## config.mk

```make
export PLATFORM = sky130hd
export DESIGN_NAME = q_inverse
export DESIGN_NICKNAME = d
export VERILOG_FILES = /design/src/rtl/q_pkg.sv /design/src/rtl/q_udiv_serial.sv /design/src/rtl/q_inverse.sv
export SDC_FILE = /design/constraint.sdc
export NUM_CORES = 1
export LEC_CHECK = 0
export CAP_MARGIN = 0
export CORE_UTILIZATION = 25
export CTS_CLUSTER_DIAMETER = 40
export CTS_CLUSTER_SIZE = 25
export DETAILED_ROUTE_END_ITERATION = 16
export GPL_ROUTABILITY_DRIVEN = 0
export PLACE_DENSITY = 0.39
export SLEW_MARGIN = 20
export SYNTH_ARGS = -nofsm -noshare
export SYNTH_HDL_FRONTEND = slang
export SYNTH_SLANG_ARGS = --single-unit
```

## constraint.sdc

```tcl
create_clock -name clk -period 6.1 [get_ports clk]
set_input_delay 1.22 -clock clk [delete_from_list [all_inputs] [get_ports clk]]
set_output_delay 1.22 -clock clk [all_outputs]
set_load 0.01 [all_outputs]
```

## src/rtl/q_pkg.sv

```systemverilog
// Shared types and helpers for the Q inverse (operand-a recovery) block.
// Default widths here match a DATA_WIDTH of 16.
package q_pkg;

    localparam int Q_DATA_W = 16;
    localparam int Q_QW     = 2 * Q_DATA_W + 3;
    localparam int Q_NUM_W  = 2 * Q_DATA_W + 5;
    localparam int Q_KW     = Q_DATA_W + 3;

    typedef enum logic [2:0] {
        IDLE   = 3'd0,
        SETUP  = 3'd1,
        DIV    = 3'd2,
        CHECK  = 3'd3,
        RESULT = 3'd4
    } q_state_e;

    // Clamp a signed value into the signed range of a w-bit word.
    function automatic logic [63:0] saturate(input logic signed [63:0] x, input int w);
        logic signed [63:0] hi;
        logic signed [63:0] lo;
        hi = (64'sd1 <<< (w - 1)) - 64'sd1;
        lo = -(64'sd1 <<< (w - 1));
        if (x > hi) begin
            return hi;
        end
        if (x < lo) begin
            return lo;
        end
        return x;
    endfunction

endpackage

```

## src/rtl/q_udiv_serial.sv

```systemverilog
// Unsigned restoring divider, one quotient bit per cycle after a start pulse.
// done is high during the cycle whose clock edge performs the final step.
module q_udiv_serial
    import q_pkg::*;
#(
    parameter int N  = Q_NUM_W,
    parameter int DW = Q_KW
) (
    input  logic          clk,
    input  logic          rst,
    input  logic          start,
    input  logic [N-1:0]  dividend,
    input  logic [DW-1:0] divisor,
    output logic          done,
    output logic [N-1:0]  quotient,
    output logic [DW-1:0] remainder
);

    localparam int CW = $clog2(N);

    logic [N-1:0]  quot_q, quot_d;
    logic [DW-1:0] rem_q, rem_d;
    logic [DW-1:0] dvs_q, dvs_d;
    logic [CW-1:0] cnt_q, cnt_d;
    logic          run_q, run_d;

    logic [DW:0]   rem_sh;
    logic [DW-1:0] rem_sub;
    logic          fits;

    always_comb begin
        rem_sh  = {rem_q, quot_q[N-1]};
        fits    = (rem_sh >= {1'b0, dvs_q});
        // When fits is set the true difference is below the divisor, so DW bits hold it.
        rem_sub = rem_sh[DW-1:0] - dvs_q;

        quot_d = quot_q;
        rem_d  = rem_q;
        dvs_d  = dvs_q;
        cnt_d  = cnt_q;
        run_d  = run_q;

        if (start) begin
            quot_d = dividend;
            rem_d  = '0;
            dvs_d  = divisor;
            cnt_d  = CW'(N - 1);
            run_d  = 1'b1;
        end else if (run_q) begin
            rem_d  = fits ? rem_sub : rem_sh[DW-1:0];
            quot_d = {quot_q[N-2:0], fits};
            if (cnt_q == '0) begin
                run_d = 1'b0;
            end else begin
                cnt_d = cnt_q - CW'(1);
            end
        end
    end

    always_ff @(posedge clk or negedge rst) begin
        if (!rst) begin
            quot_q <= '0;
            rem_q  <= '0;
            dvs_q  <= '0;
            cnt_q  <= '0;
            run_q  <= 1'b0;
        end else begin
            quot_q <= quot_d;
            rem_q  <= rem_d;
            dvs_q  <= dvs_d;
            cnt_q  <= cnt_d;
            run_q  <= run_d;
        end
    end

    assign done      = run_q && (cnt_q == '0);
    assign quotient  = quot_q;
    assign remainder = rem_q;

endmodule

```

## src/rtl/q_inverse.sv

```systemverilog
// Recovers operand a from Q = ((a - b)*(1 + 3c) - 4d) >>> 1 by dividing 2Q + 4d (or +1) by 1 + 3c.
// Handshakes: a transfer happens on a rising edge where valid and ready are both high.
module q_inverse
    import q_pkg::*;
#(
    parameter int DATA_WIDTH = Q_DATA_W
) (
    input  logic                           clk,
    input  logic                           rst,
    input  logic                           q_valid,
    output logic                           q_ready,
    input  logic signed [2*DATA_WIDTH+2:0] Q,
    input  logic signed [DATA_WIDTH-1:0]   b,
    input  logic signed [DATA_WIDTH-1:0]   c,
    input  logic signed [DATA_WIDTH-1:0]   d,
    output logic                           a_valid,
    input  logic                           a_ready,
    output logic signed [DATA_WIDTH-1:0]   a,
    output logic                           exact,
    output logic                           range_err,
    output logic                           busy,
    output q_state_e                       dbg_state
);

    localparam int W  = DATA_WIDTH;
    localparam int QW = 2 * W + 3;
    localparam int N  = 2 * W + 5;
    localparam int KW = W + 3;

    q_state_e      state_q, state_d;
    logic [QW-1:0] qin_q, qin_d;
    logic [W-1:0]  b_q, b_d;
    logic [W-1:0]  c_q, c_d;
    logic [W-1:0]  d_q, d_d;
    logic          attempt_q, attempt_d;
    logic          neg_q, neg_d;
    logic [N:0]    quot0_q, quot0_d;
    logic [W-1:0]  a_q, a_d;
    logic          exact_q, exact_d;
    logic          range_err_q, range_err_d;
    logic          a_valid_q, a_valid_d;
    logic          q_ready_q, q_ready_d;
    logic          busy_q, busy_d;

    logic          div_start;
    logic          div_done;
    logic [N-1:0]  div_quot;
    logic [KW-1:0] div_rem;

    logic [N-1:0]  m_cur;
    logic [N-1:0]  m_mag;
    logic [KW-1:0] k_ext;
    logic [KW-1:0] k_val;
    logic [KW-1:0] k_mag;
    logic [N:0]    quot_mag;
    logic [N:0]    quot_signed;
    logic [N:0]    quot_sel;
    logic [N+1:0]  sum;
    logic [63:0]   sum64;
    logic [63:0]   sat_val;

    // Candidate dividend 2Q + 4d (+1 on the second attempt) and divisor 1 + 3c.
    always_comb begin
        m_cur = ({{(N-QW){qin_q[QW-1]}}, qin_q} << 1)
              + ({{(N-W){d_q[W-1]}}, d_q} << 2)
              + {{(N-1){1'b0}}, attempt_q};
        m_mag = m_cur[N-1] ? -m_cur : m_cur;

        k_ext = {{(KW-W){c_q[W-1]}}, c_q};
        k_val = (k_ext << 1) + k_ext + {{(KW-1){1'b0}}, 1'b1};
        k_mag = k_val[KW-1] ? -k_val : k_val;
    end

    // Quotient sign is applied after the unsigned divide; truncation is toward zero.
    always_comb begin
        quot_mag    = {1'b0, div_quot};
        quot_signed = neg_q ? -quot_mag : quot_mag;
        quot_sel    = (div_rem == '0) ? quot_signed : quot0_q;
        sum         = {{(N+2-W){b_q[W-1]}}, b_q} + {quot_sel[N], quot_sel};
        sum64       = {{(64-N-2){sum[N+1]}}, sum};
        sat_val     = saturate(sum64, W);
    end

    always_comb begin
        state_d     = state_q;
        qin_d       = qin_q;
        b_d         = b_q;
        c_d         = c_q;
        d_d         = d_q;
        attempt_d   = attempt_q;
        neg_d       = neg_q;
        quot0_d     = quot0_q;
        a_d         = a_q;
        exact_d     = exact_q;
        range_err_d = range_err_q;
        a_valid_d   = a_valid_q;
        q_ready_d   = q_ready_q;
        busy_d      = busy_q;
        div_start   = 1'b0;

        case (state_q)
            IDLE: begin
                if (q_valid) begin
                    qin_d     = Q;
                    b_d       = b;
                    c_d       = c;
                    d_d       = d;
                    attempt_d = 1'b0;
                    q_ready_d = 1'b0;
                    busy_d    = 1'b1;
                    state_d   = SETUP;
                end
            end
            SETUP: begin
                div_start = 1'b1;
                neg_d     = m_cur[N-1] ^ k_val[KW-1];
                state_d   = DIV;
            end
            DIV: begin
                if (div_done) begin
                    state_d = CHECK;
                end
            end
            CHECK: begin
                if (div_rem == '0 || attempt_q) begin
                    // An inexact second attempt falls back to the first quotient via quot_sel.
                    exact_d     = (div_rem == '0);
                    a_d         = sat_val[W-1:0];
                    range_err_d = (sat_val != sum64);
                    a_valid_d   = 1'b1;
                    state_d     = RESULT;
                end else begin
                    quot0_d   = quot_signed;
                    attempt_d = 1'b1;
                    state_d   = SETUP;
                end
            end
            RESULT: begin
                if (a_ready) begin
                    a_valid_d = 1'b0;
                    q_ready_d = 1'b1;
                    busy_d    = 1'b0;
                    state_d   = IDLE;
                end
            end
            default: begin
                state_d   = IDLE;
                a_valid_d = 1'b0;
                q_ready_d = 1'b1;
                busy_d    = 1'b0;
            end
        endcase
    end

    always_ff @(posedge clk or negedge rst) begin
        if (!rst) begin
            state_q     <= IDLE;
            qin_q       <= '0;
            b_q         <= '0;
            c_q         <= '0;
            d_q         <= '0;
            attempt_q   <= 1'b0;
            neg_q       <= 1'b0;
            quot0_q     <= '0;
            a_q         <= '0;
            exact_q     <= 1'b0;
            range_err_q <= 1'b0;
            a_valid_q   <= 1'b0;
            q_ready_q   <= 1'b1;
            busy_q      <= 1'b0;
        end else begin
            state_q     <= state_d;
            qin_q       <= qin_d;
            b_q         <= b_d;
            c_q         <= c_d;
            d_q         <= d_d;
            attempt_q   <= attempt_d;
            neg_q       <= neg_d;
            quot0_q     <= quot0_d;
            a_q         <= a_d;
            exact_q     <= exact_d;
            range_err_q <= range_err_d;
            a_valid_q   <= a_valid_d;
            q_ready_q   <= q_ready_d;
            busy_q      <= busy_d;
        end
    end

    q_udiv_serial #(
        .N  (N),
        .DW (KW)
    ) u_div (
        .clk       (clk),
        .rst       (rst),
        .start     (div_start),
        .dividend  (m_mag),
        .divisor   (k_mag),
        .done      (div_done),
        .quotient  (div_quot),
        .remainder (div_rem)
    );

    assign q_ready   = q_ready_q;
    assign a_valid   = a_valid_q;
    assign a         = a_q;
    assign exact     = exact_q;
    assign range_err = range_err_q;
    assign busy      = busy_q;
    assign dbg_state = state_q;

endmodule

```

# Yosys cells after proc, flatten, opt, wreduce, memory -nomap -nowiden
# Cells that the tools add are included.
[classes]
n_addsub = 10
magnitude_cmp = 3
eq_ne = 11
muxes = 38
bitwise = 4
n_reduce_logical = 17
[op_table]
columns = ["op", "n"]
rows = [
  ["$mux W64", 4],
  ["$mux W37", 3],
  ["$mux W19", 4],
  ["$mux W38", 2],
  ["$ne A64 B64 Y1", 1],
  ["$add A16 B38 Y39", 1],
  ["$gt A39 B16 Y1 const B", 1],
  ["$lt A39 B16 Y1 const B", 1],
  ["$neg A37 Y38", 1],
  ["$add A36 B18 Y37", 1],
  ["$add A37 B1 Y37", 1],
  ["$neg A37 Y37", 1],
  ["$ge A20 B19 Y1", 1],
  ["$add A18 B2 Y19 const B", 1],
  ["$logic_not A19 Y1", 1],
  ["$neg A19 Y19", 1],
  ["$sub A19 B19 Y19", 1],
  ["$add A17 B16 Y18", 1],
  ["$mux W6", 3],
  ["$pmux W3 S5", 1],
  ["$mux W1", 13],
  ["$mux W3", 4],
  ["$ne A2 B2 Y1 const B", 6],
  ["$reduce_and A3 Y1", 4],
  ["other kinds (15)", 25],
]
[totals]
ff_bits = 229
output_inout_bits = 24
wordCells = 102

# Depth between registers and ports, before layout
[depth]
depth_word = 10
ltp_mapped = 29
ltp_nobuf = 28

# Hierarchy
# From an unflattened synthesis, not the netlist that was laid out.
[hier_totals]
cells_unflattened = 1979
hier_area_um2 = 17421.7
[modules_own_cells]
columns = ["mod", "n_inst", "cells_each", "area_each_um2"]
rows = [
  ["q_inverse", 1, 1470, 12654.6],
  ["q_udiv_serial", 1, 509, 4767.1],
]

# Worst setup path before layout
# No wires, ideal clock.
[synth_path]
path_kind = "register to register"
startpoint = "register u_div.quot_q[0] (netlist: u_div.quotient[0])"
endpoint = "register range_err_q (netlist: range_err)"
arrival_time_ps = 5859
setup_slack_ps = 155
stages_incl_launch_ff = 28
cell_sequence = "dfrtp_1 -> inv_1 -> ha_1 -> nand2_1 -> or2_2 -> nand2b_1 -> or4_1 -> nand2b_1 -> or4_1 -> o41ai_1 -> xor2_1 -> a21oi_1 -> ha_1 -> nand2_1 -> o21ai_0 -> a211oi_1 -> and3_1 -> a211oi_2 -> o21ai_0 -> nand2_1 -> nor3_1 -> nand4_1 -> nor4_1 -> nand3_1 -> ha_1 -> clkbuf_1 -> a211oi_1 -> nor3_1"
[synth_via]
elab_chain_len = 10
word_cells_on_any_way = 13
classes_between = "add/sub (2); order compare (2); eq/ne (1); mux (8)"
[synth_rtl]
columns = ["item", "line_no", "rtl"]
rows = [
  ["start: declaration", "q_udiv_serial.sv:21", "logic [N-1:0] quot_q, quot_d;"],
  ["start signal: assignment", "q_udiv_serial.sv:68", "quot_q <= quot_d;"],
  ["$neg A37 Y38", "q_inverse.sv:77", "quot_signed = neg_q ? -quot_mag : quot_mag;"],
  ["$mux W38 *", "q_inverse.sv:77", ""],
  ["$mux W38 *", "q_inverse.sv:78", "quot_sel = (div_rem == '0) ? quot_signed : quot0_q;"],
  ["$add A16 B38 Y39 *", "q_inverse.sv:79", "sum = {{(N+2-W){b_q[W-1]}}, b_q} + {quot_sel[N], quot_sel};"],
  ["$lt A39 B16 Y1", "q_pkg.sv:27", "if (x < lo) begin"],
  ["$mux W1 (2 in series)", "q_pkg.sv:27", ""],
  ["$mux W64", "q_pkg.sv:30", "return x;"],
  ["$mux W64", "q_pkg.sv:27", ""],
  ["$ne A64 B64 Y1 *", "q_inverse.sv:129", "range_err_d = (sat_val != sum64);"],
  ["end signal: assignment", "q_inverse.sv:182", "range_err_q <= range_err_d;"],
  ["end: declaration", "q_inverse.sv:40", "logic range_err_q, range_err_d;"],
]
# Every way passes the cells marked *; elsewhere a longest branch is shown, timed or not. The select of a mux whose other input is x is not followed.
# A chain may end at the register's enable or synchronous reset.

# Worst setup path after layout
[layout_path]
startpoint = "register u_div.quot_q[1] (netlist: u_div.quotient[1])"
endpoint = "register a_q[12] (netlist: a[12])"
[layout_via]
elab_chain_len = 9
word_cells_on_any_way = 12
classes_between = "add/sub (2); order compare (2); mux (8)"
[layout_rtl]
columns = ["item", "line_no", "rtl"]
rows = [
  ["$neg A37 Y38", "q_inverse.sv:77", ""],
  ["$mux W38 *", "q_inverse.sv:77", ""],
  ["$mux W38 *", "q_inverse.sv:78", ""],
  ["$add A16 B38 Y39 *", "q_inverse.sv:79", ""],
  ["$lt A39 B16 Y1", "q_pkg.sv:27", ""],
  ["$mux W1 (2 in series)", "q_pkg.sv:27", ""],
  ["$mux W64", "q_pkg.sv:30", ""],
  ["$mux W64 *", "q_pkg.sv:27", ""],
  ["end signal: assignment", "q_inverse.sv:165", "a_q <= '0;"],
  ["end signal: assignment", "q_inverse.sv:180", "a_q <= a_d;"],
  ["end: declaration", "q_inverse.sv:38", "logic [W-1:0] a_q, a_d;"],
]
# Marked as above.

==> summary.md <==
| Metric | Value |
|---|---|
| Cell count after synthesis | `1,978` |
| Clk_skew | `0.0242 ns` |
| Die area | `70,000 sq um` |
| Vias in the first global route | `14,800` |
| Sequential share of the synthesized area | `33.2%` |
| Hold depth | `2` |
| I/O pin count | `111` |
| Most frequent cell after synthesis | `dfrtp_1` |
| Main area contributors after synthesis | `dfrtp_1 33%, ha_1 8.1%, mux2_2 5.4%, o21ai_0 5.4%, nand2_1 4.6%` |
| Overall routing resource usage | `14.0%` |
| Slew Viols, Final | `0` |
| Setup WS post-layout | `0.280 ns` |
| Hold_sp | `u_div.dvs_q[7]$_DFFE_PN0P_` |
| Max Used Layer | `met4` |
| Yosys warning count | `0` |
| Setup_tns | `0 ns` |
| Clock Tree Root | `clkbuf_16` |
| CTS tree | `built` |
| Syn_nets | `2,181` |
| Cell Rows | `95` |
| First-pass GRT wire length | `79,800 um` |
| MaxCap Viol Count | `0` |
| Setup CP Type | `register to register` |
| Fillers | `7,103` |
| CTS H-Tree Depth | `2` |
| FF+latch area | `5730 sq um` |
| Detail Route Antenna Nets | `0` |
| Core ar. | `67,800 sq um` |
| HP Class | `register to register` |
| R2R setup slack | `0.28 ns` |
| DR vias | `14,800` |
| Worst-case reg-to-reg path depth | `23` |
| CTS buffer count | `57` |
| Max FO, Critical Path | `5` |
| Total length of routed wires | `48,900 um` |
| Via-to-Cell Ratio | `4.86` |
| Clock transition at path regs | `0.05 ns` |
| R2r endpoint | `a[12]$_DFFE_PN0P_` |
| Pre-CTS setup slack | `-0.0111 ns` |
| Share of layout cells above drive strength 1 | `15.7%` |
| Most used flip-flop cell after synthesis | `dfrtp_1` |
| Hold Path Sink | `u_div.dvs_q[7]$_DFFE_PN0P_` |
| Post-synth EDFFs | `0` |
| Drc violations | `0` |
| R2R Path Start | `u_div.quotient[1]$_DFFE_PN0P_` |
| Met3 wire length | `1690 um` |
| Synth cell count leaders | `228 x dfrtp_1, 210 x nand2_1, 186 x o21ai_0` |
| Initial antenna violation count | `0` |
| Worst Setup Start Kind | `register` |
| Hold Slack | `0.471 ns` |
| Initial DRC Count | `732` |
| Met2 Routed Length | `22,100 um` |
| Min cycle time layout | `5.82 ns` |
| Ant diodes | `0` |
| Asr flop ratio synth | `100%` |
| Setup crit end kind | `register` |
| Placed Instances | `2,928` |
| Yosys top cell area share | `33.1%` |
| Die height | `265 um` |
| DRT met1 WL | `23,900 um` |
| Multi-input combinational cell area | `11,300 sq um` |
| Largest net degree at the start of global routing | `95` |
| WP data arrival | `6.28 ns` |
| Status | `completed` |
| Detailed Place HPWL | `36,400 um` |
| Port Buffers | `110` |
| Largest area contributor in the netlist | `dfrtp_1` |
| Initial Util | `25.5%` |
| Die W | `265 um` |
| Worst skew pair latency | `0.60 ns` |
| Layout net count | `2,322` |
| Max clock buf depth | `3` |
| Global route overflow | `0` |
| Clk sink count | `229` |
| Syn avg cell area | `8.72 sq um` |
| Synth Register Bits | `229` |
| Period utilization | `95.4%` |
| Area delta synth->final | `28.1%` |
| Router iterations before antenna repair | `5` |
| Critical Path RT | `6.56 ns` |
| Fmax | `172 MHz` |
| Yosys cell types | `87` |
| Post-Synthesis Cell Area | `17,200 sq um` |
| Worst slew pin tran | `1.08 ns` |
| Finished Layout Cells | `3,039` |
| Slew HR | `28.3%` |
| Hold Vio Cnt, Final | `0` |
| Routed len/inst | `16.1 um` |
| Setup violators final | `0` |
-- timing repair --
item | in CTS | in global routing
hold buffers | 0 | 0
cloned | 0 | 1
endpoints found under the hold margin | 0 | 0
pin swaps | 0 | 25
setup buffers | 0 | 4
endpoints found under the setup margin | 15 | 17
gates resized for setup | 2 | 72
-- cell families (layout without fill, tap and decap cells) --
family | Yosys count | after routing | synth area share [%]
mux | 126 | 126 | 7.92
fa+ha+maj | 116 | 116 | 8.59
buf+inv | 149 | 336 | 3.30
flops | 229 | 229 | 33.2
compound gates | 592 | 592 | 21.8
xor+xnor | 165 | 165 | 8.38
simple gates | 601 | 602 | 16.8
-- area by class of cell --
class / count / area share, %
Timing Repair Buffer: 167 / 7.17
Multi-Input combinational cell: 1601 / 51.1
Clock inverter: 33 / 2.41
Clock buffer: 73 / 7.32
Sequential cell: 229 / 25.9
Tap cell: 873 / 4.94
Inverter: 63 / 1.07
-- worst max-delay path: stages, from the launching register on --
cell and delay, ns:
dfrtp_1 0.39, inv_2 0.09, ha_4 0.13, nand2_2 0.05
or2_4 0.23, nand2b_4 0.14, or4_4 0.41, nand2b_4 0.15
or4_4 0.59, o41ai_4 0.33, xor2_1 0.24, a21oi_2 0.08
ha_1 0.36, nand2_2 0.11, o21ai_2 0.08, a211oi_2 0.20
and3_4 0.28, a211oi_4 0.08, or3_4 0.42, a2111oi_4 0.29
nand4_1 0.13, or4b_4 0.53, and2_4 0.21, o22a_1 0.18
-- stage by stage --
stage               cell area, sq um  utilization (%)
CTS                            21800             32.1
finish                         22100             32.6
global placement               19600             28.9
floorplan                      17200                -
detailed placement             19600             28.9
global route                   22100             32.6
-- worst max path at each step --
stage                                  startpoint               endpoint  slack [ns]  cells after the start
finish              u_div.quotient[1]$_DFFE_PN0P_      a[12]$_DFFE_PN0P_        0.28                     23
global route        u_div.quotient[1]$_DFFE_PN0P_       a[2]$_DFFE_PN0P_       -0.02                     27
CTS                 u_div.quotient[1]$_DFFE_PN0P_       a[2]$_DFFE_PN0P_       0.002                     24
detailed placement  u_div.quotient[1]$_DFFE_PN0P_      a[12]$_DFFE_PN0P_       -0.01                     24
global placement    u_div.quotient[1]$_DFFE_PN0P_      a[14]$_DFFE_PN0P_       -0.03                     27
floorplan           u_div.quotient[0]$_DFFE_PN0P_  range_err$_DFFE_PN0P_        0.15                     27
-- flip-flops by register name (all words and copies together), names as in the netlist, 16 cells and up --
signal / count
c_q: 16
b_q: 16
qin_q: 35
a: 16
u_div.dvs_q: 19
d_q: 16
u_div.remainder: 19
quot0_q: 38
u_div.quotient: 37
-- layer usage --
layer | GRT usage [%] | vias up
met5 | 0 | -
met4 | 4.56 | 0
met3 | 2.32 | 81
met2 | 22.5 | 194
met1 | 18.9 | 7001
li1 | - | 7484
-- placed cells by master, fill, tap and decap left out, types with 10 or more instances in the layout --
cell	count
dfrtp_1	227
nand2_1	207
o21ai_0	178
nor2_1	155
a21oi_1	143
clkdlybuf4s50_1	109
ha_1	107
xor2_1	85
mux2_2	83
xnor2_1	77
inv_1	61
clkbuf_16	58
buf_4	53
mux2i_1	43
a21o_1	35
nand3_1	30
nor3_1	27
a31oi_1	27
o21a_1	25
nand4_1	23
nor2b_1	21
a211oi_1	20
o31ai_1	18
nand2b_1	18
nor4_1	17
o211ai_1	14
bufinv_16	13
a21oi_2	12
o21bai_1	12
or3_1	12
clkbuf_8	11
and3_1	10
a21boi_0	10
Power is left out: the tool's default activity adds up to more than one toggle a clock period on the data nets, which glitch-free logic cannot reach.
